### src/rtl/riio_supply_seq.sv
// Purpose: N-channel IO supply sequencer. Segments power up in ascending order
//          and down in descending order, with a settle delay between steps.
//          Each power-up step waits for power-good, bounded by a timeout.
// Latency: en_i to sw_en_o[0] is one cycle. Each up-step takes 1 + (dly_i+1)
//          cycles plus synchroniser latency. Each down-step takes dly_i+1 cycles.
// Backpressure: none. en_i is a level request and is sampled every cycle.
//          A segment that fails power-good latches the sticky fault state.
//          Only clr_i with en_i low leaves that state.
// Ports:   clk_i/rst_ni always-on clock and async active-low reset.
//          en_i     up/down request; clr_i fault clear.
//          dly_i    settle delay; tmo_i power-good timeout. Both quasi-static.
//          pgood_i  per-segment power-good.
//          sw_en_o  switch enables; ready_o all segments up.
//          busy_o   sequencing; fault_o/fault_ch_o sticky fault and its segment.
// Config:  define RIIO_PGOOD_SYNC_EN to pass pgood_i through a 2-flop
//          synchroniser (+2 cycles). Leave it undefined when pgood_i is
//          already synchronous to clk_i.
module riio_supply_seq #(
    parameter int NUM_CH = 4,
    parameter int DLY_W  = 8,
    parameter int TMO_W  = 12,
    localparam int IDX_W = $clog2(NUM_CH)
) (
    input  logic              clk_i,
    input  logic              rst_ni,
    input  logic              en_i,
    input  logic              clr_i,
    input  logic [DLY_W-1:0]  dly_i,
    input  logic [TMO_W-1:0]  tmo_i,
    input  logic [NUM_CH-1:0] pgood_i,
    output logic [NUM_CH-1:0] sw_en_o,
    output logic              ready_o,
    output logic              busy_o,
    output logic              fault_o,
    output logic [IDX_W-1:0]  fault_ch_o
);
    localparam int TIM_W = (DLY_W > TMO_W) ? DLY_W : TMO_W;
    localparam logic [IDX_W-1:0] LAST = IDX_W'(NUM_CH - 1);

    typedef enum logic [2:0] {
        OFF, UP_WAIT_PG, UP_SETTLE, ON, DOWN_SETTLE, FAULT
    } state_t;

    state_t            state, nxt_state;
    logic [IDX_W-1:0]  idx, nxt_idx, idx_inc, idx_dec, drop_ch, nxt_ch;
    logic [TIM_W-1:0]  timer, nxt_timer, timer_inc;
    logic [NUM_CH-1:0] pg_s, nxt_sw, idx_bit;
    logic              dly_hit, tmo_hit;

`ifdef RIIO_PGOOD_SYNC_EN
    logic [NUM_CH-1:0] pg_meta;

    always_ff @(posedge clk_i or negedge rst_ni) begin
        if (!rst_ni) begin
            pg_meta <= '0;
            pg_s    <= '0;
        end else begin
            pg_meta <= pgood_i;
            pg_s    <= pg_meta;
        end
    end
`else
    assign pg_s = pgood_i;
`endif

    // The timer saturates so that a long dwell can never wrap into a false match.
    assign timer_inc = (&timer) ? timer : timer + 1'b1;
    assign dly_hit   = (timer == TIM_W'(dly_i));
    assign tmo_hit   = (timer == TIM_W'(tmo_i));
    assign idx_inc   = idx + 1'b1;
    assign idx_dec   = idx - 1'b1;
    assign idx_bit   = NUM_CH'(1) << idx;

    // The scan runs from the top down, so the lowest segment that lost power-good wins.
    always_comb begin
        drop_ch = '0;
        for (int i = NUM_CH - 1; i >= 0; i--) begin
            if (!pg_s[i]) drop_ch = IDX_W'(i);
        end
    end

    always_comb begin
        nxt_state = state;
        nxt_idx   = idx;
        nxt_timer = timer_inc;
        nxt_sw    = sw_en_o;
        nxt_ch    = fault_ch_o;
        case (state)
            OFF: begin
                nxt_timer = '0;
                nxt_sw    = '0;
                if (en_i) begin
                    nxt_idx   = '0;
                    nxt_sw    = NUM_CH'(1);
                    nxt_state = UP_WAIT_PG;
                end
            end
            UP_WAIT_PG: begin
                if (!en_i) begin
                    // An abort unwinds from the segment currently being raised.
                    nxt_sw    = sw_en_o & ~idx_bit;
                    nxt_timer = '0;
                    nxt_state = DOWN_SETTLE;
                end else if (pg_s[idx]) begin
                    nxt_timer = '0;
                    nxt_state = UP_SETTLE;
                end else if (tmo_hit) begin
                    nxt_sw    = '0;
                    nxt_ch    = idx;
                    nxt_state = FAULT;
                end
            end
            UP_SETTLE: begin
                if (!en_i) begin
                    nxt_sw    = sw_en_o & ~idx_bit;
                    nxt_timer = '0;
                    nxt_state = DOWN_SETTLE;
                end else if (dly_hit) begin
                    nxt_timer = '0;
                    if (idx == LAST) begin
                        nxt_state = ON;
                    end else begin
                        nxt_idx         = idx_inc;
                        nxt_sw[idx_inc] = 1'b1;
                        nxt_state       = UP_WAIT_PG;
                    end
                end
            end
            ON: begin
                nxt_timer = '0;
                if (!en_i) begin
                    nxt_sw[LAST] = 1'b0;
                    nxt_idx      = LAST;
                    nxt_state    = DOWN_SETTLE;
                end else if (!(&pg_s)) begin
                    nxt_sw    = '0;
                    nxt_ch    = drop_ch;
                    nxt_state = FAULT;
                end
            end
            DOWN_SETTLE: begin
                // A new request is held off until the ring is fully down.
                if (dly_hit) begin
                    nxt_timer = '0;
                    if (idx == '0) begin
                        nxt_state = OFF;
                    end else begin
                        nxt_idx         = idx_dec;
                        nxt_sw[idx_dec] = 1'b0;
                    end
                end
            end
            FAULT: begin
                nxt_timer = '0;
                nxt_sw    = '0;
                if (clr_i && !en_i) nxt_state = OFF;
            end
            default: begin
                nxt_timer = '0;
                nxt_sw    = '0;
                nxt_state = OFF;
            end
        endcase
    end

    always_ff @(posedge clk_i or negedge rst_ni) begin
        if (!rst_ni) begin
            state      <= OFF;
            idx        <= '0;
            timer      <= '0;
            sw_en_o    <= '0;
            ready_o    <= 1'b0;
            busy_o     <= 1'b0;
            fault_o    <= 1'b0;
            fault_ch_o <= '0;
        end else begin
            state      <= nxt_state;
            idx        <= nxt_idx;
            timer      <= nxt_timer;
            sw_en_o    <= nxt_sw;
            ready_o    <= (nxt_state == ON);
            busy_o     <= (nxt_state == UP_WAIT_PG) || (nxt_state == UP_SETTLE) ||
                          (nxt_state == DOWN_SETTLE);
            fault_o    <= (nxt_state == FAULT);
            fault_ch_o <= nxt_ch;
        end
    end
endmodule

### config.mk
export PLATFORM = sky130hd
export DESIGN_NAME = riio_supply_seq
export DESIGN_NICKNAME = d
export VERILOG_FILES = /design/src/rtl/riio_supply_seq.sv
export SDC_FILE = /design/constraint.sdc
export NUM_CORES = 1
export LEC_CHECK = 0
export CAP_MARGIN = 20
export CORE_ASPECT_RATIO = 1.4
export CORE_MARGIN = 4
export CORE_UTILIZATION = 40
export DETAILED_ROUTE_END_ITERATION = 8
export DONT_BUFFER_PORTS = 1
export SLEW_MARGIN = 0
export SYNTH_ARGS = -nofsm -noshare
export SYNTH_HDL_FRONTEND = slang
export SYNTH_SLANG_ARGS = --single-unit
### constraint.sdc
create_clock -name clk_i -period 4.65 [get_ports clk_i]
set_input_delay 0.465 -clock clk_i [delete_from_list [all_inputs] [get_ports clk_i]]
set_output_delay 0.465 -clock clk_i [all_outputs]
set_load 0.02 [all_outputs]
* After elaboration in Yosys (flattened, before gate mapping)
Cells that the tools add are included.
** Storage, ports and cells
- Logic and storage cells :: 125
- Bits in registers :: 26
- Input bits :: 28
- Output and inout port bits :: 9
** Cells by class
- Equal/unequal tests :: 30
- Multiplexer cells :: 56
- Reduce and logical (&&, ||, !) cells :: 16
- $add $sub $neg :: 3
- Shift operators :: 1
- Bitwise logic cells :: 5
- $lt $le $gt $ge :: 5
** Operators with widths (count)
- $mux W12 :: 5
- $mux W3 :: 12
- $mux W4 :: 9
- $pmux W12 S3 :: 1
- $mux W2 :: 17
- $ne A2 B2 Y1 const B :: 12
- $pmux W4 S5 :: 1
- $pmux W3 S6 :: 1
- $reduce_and A8 Y1 :: 2
- $ne A3 B3 Y1 const B :: 5
- $add A12 B1 Y12 const B :: 1
- $eq A12 B12 Y1 :: 1
- $eq A12 B8 Y1 :: 1
- $eq A3 B2 Y1 const B :: 4
- $eq A3 B3 Y1 const B :: 4
- $reduce_and A12 Y1 :: 1
- $lt A2 B3 Y1 const B :: 3
- $and A4 B4 Y4 :: 2
- $not A4 Y4 :: 2
- $pmux W2 S4 :: 1
- $reduce_and A7 Y1 :: 1
- $eq A3 B1 Y1 const B :: 2
- $reduce_and A6 Y1 :: 1
- $mux W1 :: 5
- other kinds (17) :: 22

* Longest topological paths before layout
Gate-level depths: netlist of run 1.
- Depth after elaboration :: 10
- Gate-level depth with buffers :: 8
- Depth with buffers taken out :: 8

* Worst setup path after synthesis of run 1
No wires, ideal clock.
- Kind :: register to register
- From :: register idx[0]
- To :: register sw_en_o[0]
- Cell stages (with the launch flop) :: 6
- Required time :: 4.518 ns
- Library setup time :: 0.132 ns
- Buffers on the path :: 0
- Period minus slack after synthesis :: 1.987 ns
- Arrival :: 1.855 ns
- Slack :: 2.663 ns
- Cell sequence :: dfrtp_1 > mux4_2 > nor4_4 > o32ai_1 > o31ai_1 > o31ai_1
** On the way
- Longest elaborated chain between the ends :: 10
- Elaborated cells on any way between the ends :: 33
- Those cells by class :: add/sub: 2; order compare: 4; eq/ne: 4; shift: 1; mux: 13; bitwise: 5; reduce/logical: 4
** RTL lines
- from (decl) :: line 45 : logic [IDX_W-1:0] idx, nxt_idx, idx_inc, idx_dec, drop_ch, nxt_ch;
- from (signal assigned) :: line 178 : idx <= nxt_idx;
- $add A2 B1 Y2 or $sub A2 B1 Y2 (tied branches) :: line 70, 71
- $lt A2 B3 Y1 (not written as such) (tied with other cells) :: line 124 : nxt_sw[idx_inc] = 1'b1;
- $logic_and A1 B1 Y1 (on tied branches) :: line 124, 149
- $mux W1 (on tied branches) :: line 124, 149
- $demux W1 S2 (on tied branches) :: line 124, 149
- $or A4 B4 Y4 (no source line) or $not A4 Y4 (tied branches)
- $mux W4 or $and A4 B4 Y4 (tied branches)
- $mux W4 (on tied branches) :: line 118, 145
- $mux W4 (on tied branches) :: line 114, 143
- $pmux W4 S5 :: line 88 : case (state)
- to (signal assigned) :: line 180 : sw_en_o <= nxt_sw;
- to (decl) :: line 31 : output logic [NUM_CH-1:0] sw_en_o,
Parallel ways exist; a longest one is shown, timed or not. The select of a mux whose other input is x is not followed.
A chain may end at the register's enable or synchronous reset.

* Worst setup path in the final report of run 1
- From :: register state[0]
- To :: register sw_en_o[0]
** On the way
- Longest elaborated chain between the ends :: 3
- Elaborated cells on any way between the ends :: 15
- Those cells by class :: eq/ne: 12; mux: 1; reduce/logical: 2
** RTL lines
- from (decl) :: line 44 : state_t state, nxt_state;
- from (signal assigned) :: line 177 : state <= nxt_state;
- $eq A3 B2 Y1 (tied with other cells) :: line 88
- $ne A3 B3 Y1 (no source line) or $ne A2 B2 Y1 (tied branches)
- $reduce_and A8 Y1 (no source line)
Parallel ways exist; a longest one is shown, timed or not.

==> flow_metrics.env, run 1 <==
export IMPL_syn_avg_cell_area_um2=8.79
export IMPL_p_seq_share_pct=38.3
export IMPL_grt_pass1_wl_mm=7.63
export IMPL_drc=0
export IMPL_slew_headroom_pct=52.2
export IMPL_grt_max_degree=27
export IMPL_worst_slew_pin_transition_ns=0.714
export IMPL_cts_sinks=26
export IMPL_clk_pin_slew_worst_paths_ns=0.10
export IMPL_critPathCaptureType="flop"
export IMPL_synth_most_common_cell="dfrtp_1"
export IMPL_pin_count=37
export IMPL_synth_flop_cell="dfrtp_1"
export IMPL_clkPwrFrac_pct=20.6
export IMPL_fin_tns_setup_ns=0
export IMPL_via_count=1537
export IMPL_dp_cells=268
export IMPL_synthCells=217
export IMPL_first_iter_violations=66
export IMPL_cts_resized=0
export IMPL_rsz0062_at_grt="false"
export IMPL_grt_pass1_vias=1554
export IMPL_ir_drop_mv=0.155
export IMPL_overflow=0
export IMPL_die_area_um2=5950
export IMPL_htreeDepth=1
export IMPL_comb_power_share_pct=41.0
export IMPL_power_internal_mw=0.550
export IMPL_ys_async_sr_fraction_pct=100
export IMPL_synth_fp_nets=252
export IMPL_status="completed"
export IMPL_synth_edff_count=0
export IMPL_routedWlPerCell_um=16.7
export IMPL_worstSetupPathType="flop to flop"
export IMPL_ys_seq_area_share_pct=34.1
export IMPL_fillCellCount=491
export IMPL_areaGrowthSynthToFinish_pct=5.25
export IMPL_synth_commonest_cells="dfrtp_1 (26), xnor2_1 (23), nor2_1 (22), nand2_1 (20)"
export IMPL_portBuffers=0
export IMPL_first_pass_iters=4
export IMPL_fin_crit_ns=2.45
export IMPL_die_h_um=89.7
export IMPL_setup_violations=0
export IMPL_yosysWarningCount=0
export IMPL_vias_per_cell=5.61
export IMPL_synth_top_area_cell="dfrtp_1"
export IMPL_clkLatencyLatePin_ns=0.27
export IMPL_fin_crit_sh_pct=52.8
export IMPL_start_util_pct=41.7
export IMPL_swShare_pct=41.3
export IMPL_rows=29
export IMPL_grt_usage_pct=16.9
export IMPL_synthesis_area_um2=1910
export IMPL_yosysUniqueCellTypes=43
export IMPL_hold_path_class="input port to flop"
export IMPL_cp_start_kind="flop"
export IMPL_antenna_found_initial=0
export IMPL_wirelength_mm=4.58
export IMPL_clock_path_buffers=2
export IMPL_crit_fanout=18
export IMPL_arrival_ns=2.64
export IMPL_cts_root_buf="clkbuf_8"
export IMPL_die_width_um=66.4
export IMPL_routabilityCongestion=0.920
export IMPL_powerDensity_nw_per_um2=466
export IMPL_core_um2=4570
export IMPL_switchingPower_mw=0.387
export IMPL_nNetsFinal=248
export IMPL_diodes=0
export IMPL_maxCapViolCount=0
export IMPL_drive_gt1_share_pct=6.13
export IMPL_cts_tree="built"
export IMPL_maxSlewViolCount=0
export IMPL_ys_top_cells_by_area="dfrtp_1 (34%), xnor2_1 (11%), ha_1 (4.6%)"
export IMPL_ys_ff_latch=26
export IMPL_final_cells=274
export IMPL_cp_required_ns=4.84
export IMPL_hold_viol_final=0
export IMPL_cts_made_buffers=3
export IMPL_drtAntennaViolNets=0
export IMPL_leakage_nw=0.812
export IMPL_yosys_area_top_type_share_pct=34.1
export IMPL_dpl_hpwl_mm=3.50
export IMPL_timing_fmax_ghz=0.408
export IMPL_fin_skew_ns=0.00479
[stage by stage]
stage               power [mW]  area [um2]  hold slack (ns)  setup slack, ns  util [%]
floorplan                0.676        1910            0.169             2.66         -
global placement         0.739        1910            0.171             2.22      41.7
detailed placement       0.741        1910            0.170             2.31      41.7
CTS                      0.945        2010            0.436             2.21      43.9
global route              1.01        2010            0.449             1.98      43.9
finish                   0.936        2010            0.441             2.20      43.9
[power by group through the flow]
| stage | Sequential [mW] | Combinational, mW | Clock, mW |
|---|---|---|---|
| 2_1_floorplan | 0.322 | 0.354 | 0 |
| 3_3_place_gp | 0.364 | 0.375 | 0 |
| 3_5_place_dp | 0.364 | 0.377 | 0 |
| 4_1_cts | 0.359 | 0.387 | 0.199 |
| 5_1_grt | 0.367 | 0.430 | 0.208 |
| 6_report | 0.359 | 0.384 | 0.193 |
[layer usage]
layer / routed length (um) / track usage (%) / part of all wire, %
met4: 74 / 6.10 / 1.6
met3: 238 / 3.24 / 5.2
met5: 0 / 0 / 0
met1: 1810 / 19.2 / 40
met2: 2450 / 31.0 / 54
[cell usage in the layout (no fill, tap or decap), types with 2 or more instances in the layout]
cell and instances:
a31oi_1 2, o211a_1 2, xnor2_1 23, clkbuf_8 3
nor2b_1 3, a211oi_1 2, mux2_2 3, inv_1 10
nor3_1 2, nand4_1 11, xor2_1 5, nand2_1 20
mux2i_1 4, nor2_1 22, a21oi_1 11, o22ai_1 5
o21ai_0 11, o31ai_1 5, nand3_1 9, nor4_1 3
ha_1 7, o2bb2ai_1 2, dfrtp_1 26, nand2b_1 2
[sequential cells by signal, indices dropped and copies added, names as in the netlist]
name        cells
fault_o         1
ready_o         1
sw_en_o         4
state           3
fault_ch_o      2
idx             2
busy_o          1
timer          12
[path summary, 6_finish.rpt]
check,cells after the start,to,slack [ns],from
setup / recovery,6,sw_en_o[0]$_DFFE_PN0P_,2.20,state[0]$_DFF_PN0_
hold / removal,2,sw_en_o[0]$_DFFE_PN0P_,0.44,en_i
setup reg to reg,6,sw_en_o[0]$_DFFE_PN0P_,2.20,state[0]$_DFF_PN0_
hold reg to reg,2,timer[2]$_DFF_PN0_,0.65,timer[2]$_DFF_PN0_
max in group asynchronous,2,timer[4]$_DFF_PN0_,3.88,rst_ni
min in group asynchronous,2,sw_en_o[0]$_DFFE_PN0P_,0.62,rst_ni
[logic make-up (layout without fill, tap and decap cells)]
logic type	count (synthesis)	after routing	share of synthesized area (%)
compound gates	48	48	16.5
xor+xnor	28	28	12.9
fa+ha+maj	7	7	4.59
buf+inv	21	16	6.10
flops	26	26	34.1
mux	8	8	5.05
simple gates	79	79	20.7
[worst max-delay path, stage by stage (launching register included)]
cell	delay [ns]
dfrtp_1	0.73
inv_1	0.21
nor3_1	0.53
nand2_1	0.23
o22ai_1	0.30
a31oi_1	0.14
o31ai_1	0.23
[layout make-up]
class	count	area (um2)	share of cell area [%]
inverters	10	37.5	1.87
well taps	62	77.6	3.87
clock inverters	1	30.0	1.50
flip-flops and latches	26	651	32.4
multi-input cells	170	1140	56.8
clock buffers	3	41.3	2.06
repair buffers	2	30.0	1.50
[what timing repair did]
action                                  CTS  global route
hold buffers                              2             0
endpoints found under the setup margin    0             0
setup buffers                             0             0
hold endpoints to repair                 26             0
(Power assumes the default switching activity.)
==> run 2: changes to the inputs <==
==> constraint.sdc (replaced) <==
create_clock -name clk_i -period 2.5 [get_ports clk_i]
set_input_delay 0.25 -clock clk_i [delete_from_list [all_inputs] [get_ports clk_i]]
set_output_delay 0.25 -clock clk_i [all_outputs]
set_load 0.02 [all_outputs]
==> flow_metrics.env, run 2 (synthesis results as in run 1) <==
export IMPL_worstSetupPathType="flop to flop"
export IMPL_antenna_found_initial=0
export IMPL_die_h_um=89.7
export IMPL_clkLatencyLatePin_ns=0.27
export IMPL_powerDensity_nw_per_um2=860
export IMPL_clk_pin_slew_worst_paths_ns=0.09
export IMPL_utilization_pct=44.5
export IMPL_slew_headroom_pct=58.0
export IMPL_dpl_hpwl_mm=3.58
export IMPL_fin_tns_setup_ns=0
export IMPL_multiInputGateArea_um2=1150
export IMPL_die_area_um2=5950
export IMPL_rsz0062_at_grt="false"
export IMPL_design_area_um2=2040
export IMPL_fillCellCount=487
export IMPL_leakage_nw=0.828
export IMPL_areaGrowthSynthToFinish_pct=6.76
export IMPL_cp_start_kind="flop"
export IMPL_fin_worst_hold_slack_ns=0.234
export IMPL_die_width_um=66.4
export IMPL_cts_sinks=26
export IMPL_via_count=1567
export IMPL_ir_drop_mv=0.276
export IMPL_dp_cells=271
export IMPL_reg_top3="timer (12), sw_en_o (4), state (3)"
export IMPL_slowest_delay_ns=0.62
export IMPL_maxSlewViolCount=0
export IMPL_start_util_pct=41.7
export IMPL_overflow=0
export IMPL_final_cells=277
export IMPL_clock_path_buffers=2
export IMPL_diodes=0
export IMPL_grt_pass1_wl_mm=7.75
export IMPL_fin_crit_sh_pct=87.9
export IMPL_routabilityCongestion=0.921
export IMPL_arrival_ns=2.35
export IMPL_wirelength_mm=4.59
export IMPL_first_iter_violations=99
export IMPL_dpl_instance_area_um2=1930
export IMPL_portBuffers=0
export IMPL_cp_required_ns=2.65
export IMPL_first_pass_iters=4
export IMPL_crit_top_cell="o31ai_1"
export IMPL_hold_viol_final=0
export IMPL_pin_count=37
export IMPL_setup_violations=0
export IMPL_grt_usage_pct=16.9
export IMPL_crit_fanout=8
export IMPL_regArea_um2=651
export IMPL_drtAntennaViolNets=0
export IMPL_cts_root_buf="clkbuf_8"
export IMPL_worst_slack_ns=0.303
export IMPL_final_cell_mix="dfrtp_1 (26), xnor2_1 (23), nor2_1 (22)"
export IMPL_drc=0
export IMPL_worst_slew_pin_transition_ns=0.629
export IMPL_fin_skew_ns=0.00810
export IMPL_path_cells="mux4_2 > nor4_4 > o32ai_1 > o31ai_1 > o31ai_1"
export IMPL_final_common_cell="dfrtp_1"
export IMPL_grt_pass1_vias=1651
export IMPL_hold_path_class="input port to flop"
export IMPL_slowest_stage="mux4_2"
export IMPL_status="completed"
export IMPL_timing_fmax_ghz=0.455
export IMPL_rows=29
export IMPL_grt_max_degree=27
export IMPL_cts_setup_buffers=0
export IMPL_fin_crit_ns=2.20
export IMPL_routedWlPerCell_um=16.6
export IMPL_htreeDepth=1
export IMPL_top_register="timer"
export IMPL_largest_register_ffs=12
export IMPL_vias_per_cell=5.66
export IMPL_maxCapViolCount=0
export IMPL_critPathCaptureType="flop"
export IMPL_nNetsFinal=251
export IMPL_cts_tree="built"
export IMPL_core_um2=4570
export IMPL_drive_gt1_share_pct=7.91
export IMPL_power_mw=1.75
export IMPL_dp_slack_ns=0.170
export IMPL_cts_made_buffers=3
==> run 2: cell count changes in the layout (fill, tap and decap cells not counted) <==
| cell | previous run | this run |
|---|---|---|
| buf_4 | 0 | 3 |
| nor4_1 | 3 | 2 |
| nor4_2 | 0 | 1 |
==> run 2: final cells by class <==
type | instances | area share (%)
inverters | 10 | 1.84
flip-flops and latches | 26 | 32.0
multi-input cells | 170 | 56.3
clock inverters | 1 | 1.48
well taps | 62 | 3.81
clock buffers | 3 | 2.03
repair buffers | 5 | 2.58
==> run 2: path summary, 6_finish.rpt <==
check	startpoint	cells after the start	end	slack, ns
max in group asynchronous	rst_ni	2	idx[1]$_DFFE_PN0P_	1.94
setup / recovery	idx[0]$_DFFE_PN0P_	5	sw_en_o[0]$_DFFE_PN0P_	0.30
min in group asynchronous	rst_ni	2	state[2]$_DFF_PN0_	0.40
hold / removal	en_i	2	sw_en_o[0]$_DFFE_PN0P_	0.23
setup reg to reg	idx[0]$_DFFE_PN0P_	5	sw_en_o[0]$_DFFE_PN0P_	0.30
hold reg to reg	timer[5]$_DFF_PN0_	2	timer[5]$_DFF_PN0_	0.66
==> run 2: critical path, delay by kind of cell, from the launching register on <==
family          cells  cell delay [ns]
mux                 1             0.62
compound gates      3             0.59
flops               1             0.53
simple gates        1             0.33
==> run 2: power breakdown <==
part,total (mW),internal [mW],switching [mW],leakage [nW]
clock,0.355,0.214,0.141,0.0357
combinational,0.757,0.324,0.434,0.444
sequential,0.639,0.495,0.144,0.348
total,1.75,1.03,0.718,0.828
==> run 2: repair_timing <==
item	4_1_cts	5_1_grt
endpoints found under the setup margin	0	1
endpoints found under the hold margin	26	0
hold buffers	2	0
gates resized for setup	0	1
==> run 2: metal layers <==
layer  vias up  track usage [%]  wire, um
li1        769                -         -
met1       742             19.1      1840
met2        50             30.6      2380
met3         6             4.11       285
met4         0             6.10        82
met5         -                0         0
==> run 3: changes to the inputs <==
--- a/config.mk
+++ b/config.mk
@@ -9,6 +9,7 @@
 export CORE_ASPECT_RATIO = 1.4
 export CORE_MARGIN = 4
 export CORE_UTILIZATION = 40
+export CTS_CLUSTER_SIZE = 24
 export DETAILED_ROUTE_END_ITERATION = 8
 export DONT_BUFFER_PORTS = 1
 export SLEW_MARGIN = 0
==> results of run 3 <==
Final layout, timing and power as in run 2 (identical DEF).
